### src/rtl/alu_reservation_station_if.sv
// Dispatch, CDB snoop and issue bundle of the ALU reservation station.
// master: decoder/CDB/ALU side; slave: the station.
interface alu_reservation_station_if #(
  parameter int DATA_W = 32,
  parameter int TAG_W  = 4,
  parameter int OP_W   = 5
);
  localparam int PKT_W = OP_W + 3*TAG_W + 2*DATA_W;

  logic              enALU;
  logic [PKT_W-1:0]  aluData;
  logic              full;
  logic              flush;
  logic              cdbValid;
  logic [TAG_W-1:0]  cdbTag;
  logic [DATA_W-1:0] cdbData;
  logic              aluEn;
  logic [OP_W-1:0]   aluOp;
  logic [DATA_W-1:0] aluSrc1;
  logic [DATA_W-1:0] aluSrc2;
  logic [TAG_W-1:0]  aluDestTag;

  modport master (
    output enALU, aluData, flush,
    output cdbValid, cdbTag, cdbData,
    input  full, aluEn, aluOp,
    input  aluSrc1, aluSrc2, aluDestTag
  );

  modport slave (
    input  enALU, aluData, flush,
    input  cdbValid, cdbTag, cdbData,
    output full, aluEn, aluOp,
    output aluSrc1, aluSrc2, aluDestTag
  );
endinterface

### src/rtl/alu_reservation_station.sv
// ALU reservation station: buffers DEPTH ops, snoops the CDB, issues one
// ready op per cycle. Ports: clk, rst (async active-low), bus (slave).
module alu_reservation_station #(
  parameter int DATA_W   = 32,
  parameter int TAG_W    = 4,
  parameter int OP_W     = 5,
  parameter int DEPTH    = 4,
  parameter int TAG_FREE = 0
) (
  input  logic clk,
  input  logic rst,
  alu_reservation_station_if.slave bus
);

  localparam int IW = (DEPTH > 1) ? $clog2(DEPTH) : 1;
  localparam logic [TAG_W-1:0] FREE = TAG_W'(TAG_FREE);

  typedef struct packed {
    logic [OP_W-1:0]   op;
    logic [TAG_W-1:0]  tag1;
    logic [DATA_W-1:0] data1;
    logic [TAG_W-1:0]  tag2;
    logic [DATA_W-1:0] data2;
    logic [TAG_W-1:0]  dst;
  } ent_t;

  ent_t              ent [DEPTH];
  logic [DEPTH-1:0]  vld;
  ent_t              pkt;
  logic              is_full;

  logic              cdb_v;
  logic [TAG_W-1:0]  cdb_t;
  logic [DATA_W-1:0] cdb_d;

  logic              alloc_hit;
  logic [IW-1:0]     alloc_idx;
  logic              iss_hit;
  logic [IW-1:0]     iss_idx;

  logic              en_q;
  logic [OP_W-1:0]   op_q;
  logic [DATA_W-1:0] src1_q;
  logic [DATA_W-1:0] src2_q;
  logic [TAG_W-1:0]  dst_q;

  assign pkt     = ent_t'(bus.aluData);
  assign cdb_v   = bus.cdbValid;
  assign cdb_t   = bus.cdbTag;
  assign cdb_d   = bus.cdbData;
  assign is_full = &vld;

  assign bus.full       = is_full;
  assign bus.aluEn      = en_q;
  assign bus.aluOp      = op_q;
  assign bus.aluSrc1    = src1_q;
  assign bus.aluSrc2    = src2_q;
  assign bus.aluDestTag = dst_q;

  function automatic logic hit(input logic [TAG_W-1:0] t);
    return cdb_v && (t != FREE) && (t == cdb_t);
  endfunction

  // Applies a CDB capture to both operands; also used on the incoming
  // packet so a same-cycle broadcast is never missed.
  function automatic ent_t snoop(input ent_t e);
    ent_t r;
    r = e;
    if (hit(e.tag1)) begin
      r.data1 = cdb_d;
      r.tag1  = FREE;
    end
    if (hit(e.tag2)) begin
      r.data2 = cdb_d;
      r.tag2  = FREE;
    end
    return r;
  endfunction

  // Downward scans leave the lowest matching index selected.
  always_comb begin
    alloc_hit = 1'b0;
    alloc_idx = '0;
    iss_hit   = 1'b0;
    iss_idx   = '0;
    for (int i = DEPTH - 1; i >= 0; i--) begin
      if (!vld[i]) begin
        alloc_hit = 1'b1;
        alloc_idx = IW'(i);
      end
      if (vld[i] && ent[i].tag1 == FREE &&
          ent[i].tag2 == FREE) begin
        iss_hit = 1'b1;
        iss_idx = IW'(i);
      end
    end
  end

  always_ff @(posedge clk or negedge rst) begin
    if (!rst) begin
      vld    <= '0;
      en_q   <= 1'b0;
      op_q   <= '0;
      src1_q <= '0;
      src2_q <= '0;
      dst_q  <= '0;
      for (int i = 0; i < DEPTH; i++) begin
        ent[i] <= '0;
      end
    end else if (bus.flush) begin
      vld  <= '0;
      en_q <= 1'b0;
    end else begin
      for (int i = 0; i < DEPTH; i++) begin
        if (vld[i]) begin
          ent[i] <= snoop(ent[i]);
        end
      end
      if (iss_hit) begin
        vld[iss_idx] <= 1'b0;
        en_q   <= 1'b1;
        op_q   <= ent[iss_idx].op;
        src1_q <= ent[iss_idx].data1;
        src2_q <= ent[iss_idx].data2;
        dst_q  <= ent[iss_idx].dst;
      end else begin
        en_q <= 1'b0;
      end
      // Issued slot was valid pre-edge, so it never aliases alloc_idx.
      if (bus.enALU && !is_full && alloc_hit) begin
        vld[alloc_idx] <= 1'b1;
        ent[alloc_idx] <= snoop(pkt);
      end
    end
  end

endmodule
### src/flat_wrapper.sv
// flat-port wrapper written by rule: the top's interface ports become plain ports
module alu_reservation_station_flat 
#(
  parameter int DATA_W   = 32,
  parameter int TAG_W    = 4,
  parameter int OP_W     = 5,
  parameter int DEPTH    = 4,
  parameter int TAG_FREE = 0
)
  (clk, rst, bus_enALU, bus_aluData, bus_flush, bus_cdbValid, bus_cdbTag, bus_cdbData, bus_full, bus_aluEn, bus_aluOp, bus_aluSrc1, bus_aluSrc2, bus_aluDestTag);
  alu_reservation_station_if #(.DATA_W(DATA_W), .TAG_W(TAG_W), .OP_W(OP_W)) bus_i ();
  input  logic clk;
  input  logic rst;
  input wire logic [$bits(bus_i.enALU)-1:0] bus_enALU;
  input wire logic [$bits(bus_i.aluData)-1:0] bus_aluData;
  input wire logic [$bits(bus_i.flush)-1:0] bus_flush;
  input wire logic [$bits(bus_i.cdbValid)-1:0] bus_cdbValid;
  input wire logic [$bits(bus_i.cdbTag)-1:0] bus_cdbTag;
  input wire logic [$bits(bus_i.cdbData)-1:0] bus_cdbData;
  output wire logic [$bits(bus_i.full)-1:0] bus_full;
  output wire logic [$bits(bus_i.aluEn)-1:0] bus_aluEn;
  output wire logic [$bits(bus_i.aluOp)-1:0] bus_aluOp;
  output wire logic [$bits(bus_i.aluSrc1)-1:0] bus_aluSrc1;
  output wire logic [$bits(bus_i.aluSrc2)-1:0] bus_aluSrc2;
  output wire logic [$bits(bus_i.aluDestTag)-1:0] bus_aluDestTag;
  assign bus_i.enALU = bus_enALU;
  assign bus_i.aluData = bus_aluData;
  assign bus_i.flush = bus_flush;
  assign bus_i.cdbValid = bus_cdbValid;
  assign bus_i.cdbTag = bus_cdbTag;
  assign bus_i.cdbData = bus_cdbData;
  assign bus_full = bus_i.full;
  assign bus_aluEn = bus_i.aluEn;
  assign bus_aluOp = bus_i.aluOp;
  assign bus_aluSrc1 = bus_i.aluSrc1;
  assign bus_aluSrc2 = bus_i.aluSrc2;
  assign bus_aluDestTag = bus_i.aluDestTag;
  alu_reservation_station #(.DATA_W(DATA_W), .TAG_W(TAG_W), .OP_W(OP_W), .DEPTH(DEPTH), .TAG_FREE(TAG_FREE)) u_core (.clk(clk), .rst(rst), .bus(bus_i));
endmodule
### config.mk
export PLATFORM = sky130hd
export DESIGN_NAME = alu_reservation_station_flat
export DESIGN_NICKNAME = d
export VERILOG_FILES = /design/src/rtl/alu_reservation_station_if.sv /design/src/rtl/alu_reservation_station.sv /design/src/flat_wrapper.sv
export SDC_FILE = /design/constraint.sdc
export NUM_CORES = 1
export LEC_CHECK = 0
export BUFFER_PORTS_ARGS = -buffer_cell sky130_fd_sc_hd__buf_2
export CORE_MARGIN = 4
export CORE_UTILIZATION = 58
export CTS_CLUSTER_DIAMETER = 200
export CTS_CLUSTER_SIZE = 25
export DETAILED_ROUTE_END_ITERATION = 10
export GPL_TIMING_DRIVEN = 0
export PLACE_DENSITY = 0.78
export SLEW_MARGIN = 20
export SYNTH_ARGS = -nofsm -noshare
export SYNTH_HDL_FRONTEND = slang
export SYNTH_SLANG_ARGS = --single-unit
### constraint.sdc
create_clock -name clk -period 4.6 [get_ports clk]
set_input_delay 0.46 -clock clk [delete_from_list [all_inputs] [get_ports clk]]
set_output_delay 0.46 -clock clk [all_outputs]
set_load 0.03 [all_outputs]
Word-level counts from Yosys, hierarchy flattened
Index checks and enable logic that the tools add are counted.
{"block": "op_classes", "bitwise": 6, "n_eq_ne": 10, "reduce_logical": 54, "mux": 55, "order_cmp": 7}
{"operator": "$mux W81", "count": 7}
{"operator": "$mux W36", "count": 14}
{"operator": "$bwmux W324", "count": 1}
{"operator": "$mux W324", "count": 1}
{"operator": "$mux W76", "count": 4}
{"operator": "$bmux W81 S2", "count": 1}
{"operator": "$demux W81 S2", "count": 1}
{"operator": "$eq A4 B4 Y1", "count": 10}
{"operator": "$reduce_bool A4 Y1", "count": 10}
{"operator": "$logic_and A1 B1 Y1", "count": 33}
{"operator": "$logic_not A4 Y1", "count": 8}
{"operator": "$mux W2", "count": 8}
{"operator": "$mux W4", "count": 4}
{"operator": "$mux W1", "count": 12}
{"operator": "$ge A3 B3 Y1 const B", "count": 2}
{"operator": "$lt A2 B3 Y1 const B", "count": 2}
{"operator": "$not A2 Y3", "count": 2}
{"operator": "$and A4 B4 Y4", "count": 1}
{"operator": "$demux W1 S2", "count": 2}
{"operator": "$ge A2 B1 Y1 const B", "count": 2}
{"operator": "$not A4 Y4", "count": 1}
{"operator": "$or A4 B4 Y4", "count": 1}
{"operator": "$reduce_and A4 Y1", "count": 1}
{"operator": "$lt A3 B1 Y1 const B", "count": 1}
{"operator": "3 further kinds", "count": 3}
{"block": "word_totals", "reg_bits": 402, "elab_cells": 162}

Depth between registers and ports, before layout
{"block": "depth", "ltp_word": 18, "mapped_depth": 9, "depth_no_buf": 5}

Worst setup path after synthesis
No wires, ideal clock.
{"block": "synth_path", "kind": "in2reg", "from": "in bus_cdbTag[0]", "to": "reg u_core.ent[103] (netlist name)", "arrival_time_ns": 2.319, "path_buffers": 3, "stages": 8, "setup_ns": 0.126, "setup_slack_ns": 2.155, "t_required_ns": 4.474, "cell_sequence": "buf_2 > nor3_1 > or3_1 > a21oi_1 > buf_2 > buf_2 > mux2_2 > a221o_1"}
{"block": "synth_via", "elab_chain_cells": 7, "word_cells_on_any_way": 12}
{"item": "from (decl)", "line_no": "flat_wrapper.sv:18", "source": "input wire logic [$bits(bus_i.cdbTag)-1:0] bus_cdbTag;"}
{"item": "$eq A4 B4 Y1", "line_no": "alu_reservation_station.sv:61", "source": "return cdb_v && (t != FREE) && (t == cdb_t);"}
{"item": "$logic_and A1 B1 Y1", "line_no": "alu_reservation_station.sv:61"}
{"item": "$mux W36", "line_no": "alu_reservation_station.sv:73", "source": "if (hit(e.tag2)) begin"}
{"item": "$mux W76 / $mux W36 (equally long branches)", "line_no": "alu_reservation_station.sv:115, alu_reservation_station.sv:130"}
{"item": "$mux W81 / $mux W36 (equally long branches)", "line_no": "alu_reservation_station.sv:110", "source": "end else if (bus.flush) begin"}
{"item": "$bwmux W324", "line_no": "alu_reservation_station.sv:132", "source": "ent[alloc_idx] <= snoop(pkt);"}
{"item": "$mux W324 (*)", "line_no": "alu_reservation_station.sv:130", "source": "if (bus.enALU && !is_full && alloc_hit) begin"}
{"item": "to (signal, indexed assignment)", "line_no": "alu_reservation_station.sv:116", "source": "ent[i] <= snoop(ent[i]);"}
{"item": "to (signal, indexed assignment)", "line_no": "alu_reservation_station.sv:132"}
{"item": "to (decl)", "line_no": "alu_reservation_station.sv:27", "source": "ent_t ent [DEPTH];"}
Every way passes the cells marked *; elsewhere a longest branch is shown, timed or not. The select of a mux whose other input is x is not followed.
A chain may end at the register's enable or synchronous reset.

Worst setup path after layout
{"block": "layout_path", "from": "reg u_core.ent[118] (netlist name)", "to": "reg u_core.src2_q[25], in the netlist u_core.bus.aluSrc2[25]"}
{"block": "layout_via", "elab_chain_cells": 9, "word_cells_on_any_way": 13}
{"item": "$logic_not A4 Y1 (*)", "line_no": "alu_reservation_station.sv:92", "source": "ent[i].tag2 == FREE) begin"}
{"item": "$logic_and A1 B1 Y1 (*)", "line_no": "alu_reservation_station.sv:91", "source": "if (vld[i] && ent[i].tag1 == FREE &&"}
{"item": "$mux W2 (3 in series)", "line_no": "alu_reservation_station.sv:91"}
{"item": "$not A2 Y3 (not written as such)", "line_no": "alu_reservation_station.sv:124", "source": "src2_q <= ent[iss_idx].data2;"}
{"item": "$bmux W81 S2", "line_no": "alu_reservation_station.sv:124"}
{"item": "$mux W81 (2 in series)"}
{"item": "to (signal assigned)", "line_no": "alu_reservation_station.sv:124"}
{"item": "to (decl)", "line_no": "alu_reservation_station.sv:44", "source": "logic [DATA_W-1:0] src2_q;"}
Marks and branches as above.

==> reports/metrics.cfg <==
[clock_network]
root_buffer=clkbuf_16
cts.sinks=402
worstSkewPairLatency_ns=0.58
cts_buffer_depth=3
post_cts_buffers=0
htree_levels=1
tritoncts=done
clkTransAtPathRegs_ns=0.10
cts-buffers-inserted=20

[sta]
hold_viol_final=0
slew_viol_final=0
finalCriticalPeriod_ns=3.57
setup-tns-final_ns=0
fin_crit_sh_pct=77.6
tightest_slew_ns=1.27
relSlewSlack_pct=15.3
finClkSkew_ns=0.0343
setup_viol=0
fmax_ghz=0.280
rsz0062_at_grt=no

[final_layout]
stdcell_area_um2=23200
post-route-util_pct=65.1
layout.cells.most_common_list=dfrtp_1, nand2_1, buf_2
drive_gt1_share_pct=15.9
nNetsFinal=2536
final_common_cell=dfrtp_1
area_delta_synth_final_pct=10.7

[job]
maxCapViolations=0

[critical_path]
crit_type=register to register
cp_max_fo=10
cp.required_ns=5.08
critPathLaunchType=register
worst-path-buf-inv=2
slowest_stage=clkbuf_1
critPathTopFamily=buffers and inverters
max_stage_delay_ns=0.90
r2r_slack_ns=1.03
crit_arrival_ns=4.05
worstSetupEndpointType=register
cp_common_cell=clkbuf_1
worstPathCellList=nor3_1 > nand4_1 > clkbuf_1 > nand2_1 > clkbuf_1 > o221ai_1 > a31oi_1

[synthesis]
async_flop_share_pct=100
synth_ff_type=dfrtp_1
ys_seq_area_share_pct=47.9
synth_area_um2=21000
synth_seq_cells=402
syn_nets=2316
ys_types=54
yosysWarnings=0
syn_area_per_cell_um2=9.57
synth_edf_count=0
syn_inst=2194

[routing]
viasPerCell=7.22
routedWlPerCell_um=29.7
drtIter0Drc=3229
remaining_drc_errors=0
drt_first_pass_iters=9
ant_nets=0
routed_wl_um=85500
vias=20762

[floorplan]
dieWidth_um=198
core_area_um2=35700
ios=197
start_util_pct=58.9
dieArea_um2=39300
row_count=69
dieHeight_um=198

[placement]
gp_congestion=1.02
dpl.hpwl_um=62000
dpl_cell_area_um2=22700
io_buffers=193

[power_and_ir_drop]
power_switching_w=0.00364
pwr-share-comb_pct=28.8
p_seq_share_pct=50.3
peakVddDrop_mv=0.388
internal_power_w=0.00619
leakage_nw=10.3
powerDensity_nw_per_um2=424
pwr-share-clk_pct=21.0
swShare_pct=37.0

[global_route]
grt_pass1_vias=20093
grt_pass1_wl_um=126000
grt_max_degree=99
grt_use_total_pct=42.4
overflow=0
antenna_found_initial=1

[status]
status=finished, final reports clean

[worst_hold_path]
min_path_type=input pin to register

==> per-layer routing <==
metal / part of all wire [%] / global-route usage, %
met1: 37 / 58.9
met2: 43 / 61.5
met3: 15 / 12.9
met4: 5.6 / 19.3
met5: 0 / 0
==> power by group through the flow <==
stage	clock network [W]	logic, W	registers, W
floorplan	0	0.00126	0.00542
global placement	0	0.00271	0.00494
detailed placement	0	0.00279	0.00497
CTS	0.00202	0.00280	0.00491
global route	0.00215	0.00306	0.00501
finish	0.00206	0.00283	0.00495
==> final cells by class <==
type	count	area, um^2
antenna	1	2.50
buffer	227	962
clock buffer	21	526
clock inverter	1	30.0
fill	2989	12400
inverter	55	206
multi-input combinational	1510	9770
sequential	402	10100
tap	461	577
timing repair buffer	198	1100
==> worst register-to-register path: stages, from the launching register on <==
cell and delay, ns:
dfrtp_1 0.42, nor3_1 0.47, nand4_1 0.32, clkbuf_1 0.37, nand2_1 0.40, clkbuf_1 0.90
o221ai_1 0.35, a31oi_1 0.25
==> final timing paths <==
path,startpoint,endpoint,cells after the start
min in group asynchronous,rst,u_core.ent[84]$_DFFE_PN0P_,2
setup / recovery,u_core.ent[118]$_DFFE_PN0N_,u_core.bus.aluSrc2[25]$_DFFE_PN0P_,7
hold reg to reg,u_core.ent[82]$_DFFE_PN0P_,u_core.ent[82]$_DFFE_PN0P_,2
hold / removal,bus_aluData[79],u_core.ent[322]$_DFFE_PN0P_,3
setup reg to reg,u_core.ent[118]$_DFFE_PN0N_,u_core.bus.aluSrc2[25]$_DFFE_PN0P_,7
max in group asynchronous,rst,u_core.bus.aluSrc2[17]$_DFFE_PN0P_,5
==> kinds of logic (layout without fill, tap and decap cells) <==
family | Yosys count | count (layout) | share of synthesized area, %
AO/OA/AOI/OAI | 647 | 647 | 23.3
XOR/XNOR | 31 | 31 | 1.29
buffers and inverters | 282 | 502 | 5.57
flip-flops | 402 | 402 | 47.9
multiplexers | 121 | 121 | 6.13
other | 0 | 1 | 0
AND/OR/NAND/NOR | 711 | 711 | 15.8
==> per-stage QoR <==
stage	hold WS, ns	setup slack (ns)	std cells	power (W)
6_report	0.150	1.03	2876	0.00984
5_1_grt	0.153	1.10	2875	0.0102
3_3_place_gp	0.452	-4.97	2848	0.00766
3_5_place_dp	0.423	1.17	2852	0.00776
2_1_floorplan	0.164	2.15	2194	0.00668
4_1_cts	0.149	1.32	2875	0.00972
==> state kept, by name (all words and copies together), names as in the netlist <==
register	count
u_core.bus.aluEn	1
u_core.bus.aluOp	5
u_core.bus.aluDestTag	4
u_core.bus.aluSrc1	32
u_core.bus.aluSrc2	32
u_core.ent	324
u_core.vld	4
==> cell usage after synthesis (54+ instances only) <==
cell / n / area, um^2
inv_1: 54 / 203
a31oi_1: 74 / 463
nand2_1: 314 / 1180
a221oi_1: 88 / 771
o21ai_0: 108 / 541
a221o_1: 58 / 581
nor2_1: 187 / 702
dfrtp_1: 402 / 10100
a21oi_1: 57 / 285
clkbuf_1: 195 / 732
mux2_2: 56 / 631
o221a_2: 67 / 754
mux2i_1: 61 / 611
==> repair_timing <==
item / in CTS / in global routing
resized for setup: 0 / 0
hold buffers: 1 / 0
endpoints found under the hold margin: 53 / 0
setup endpoints to repair: 0 / 0
(Power assumes the default switching activity.)
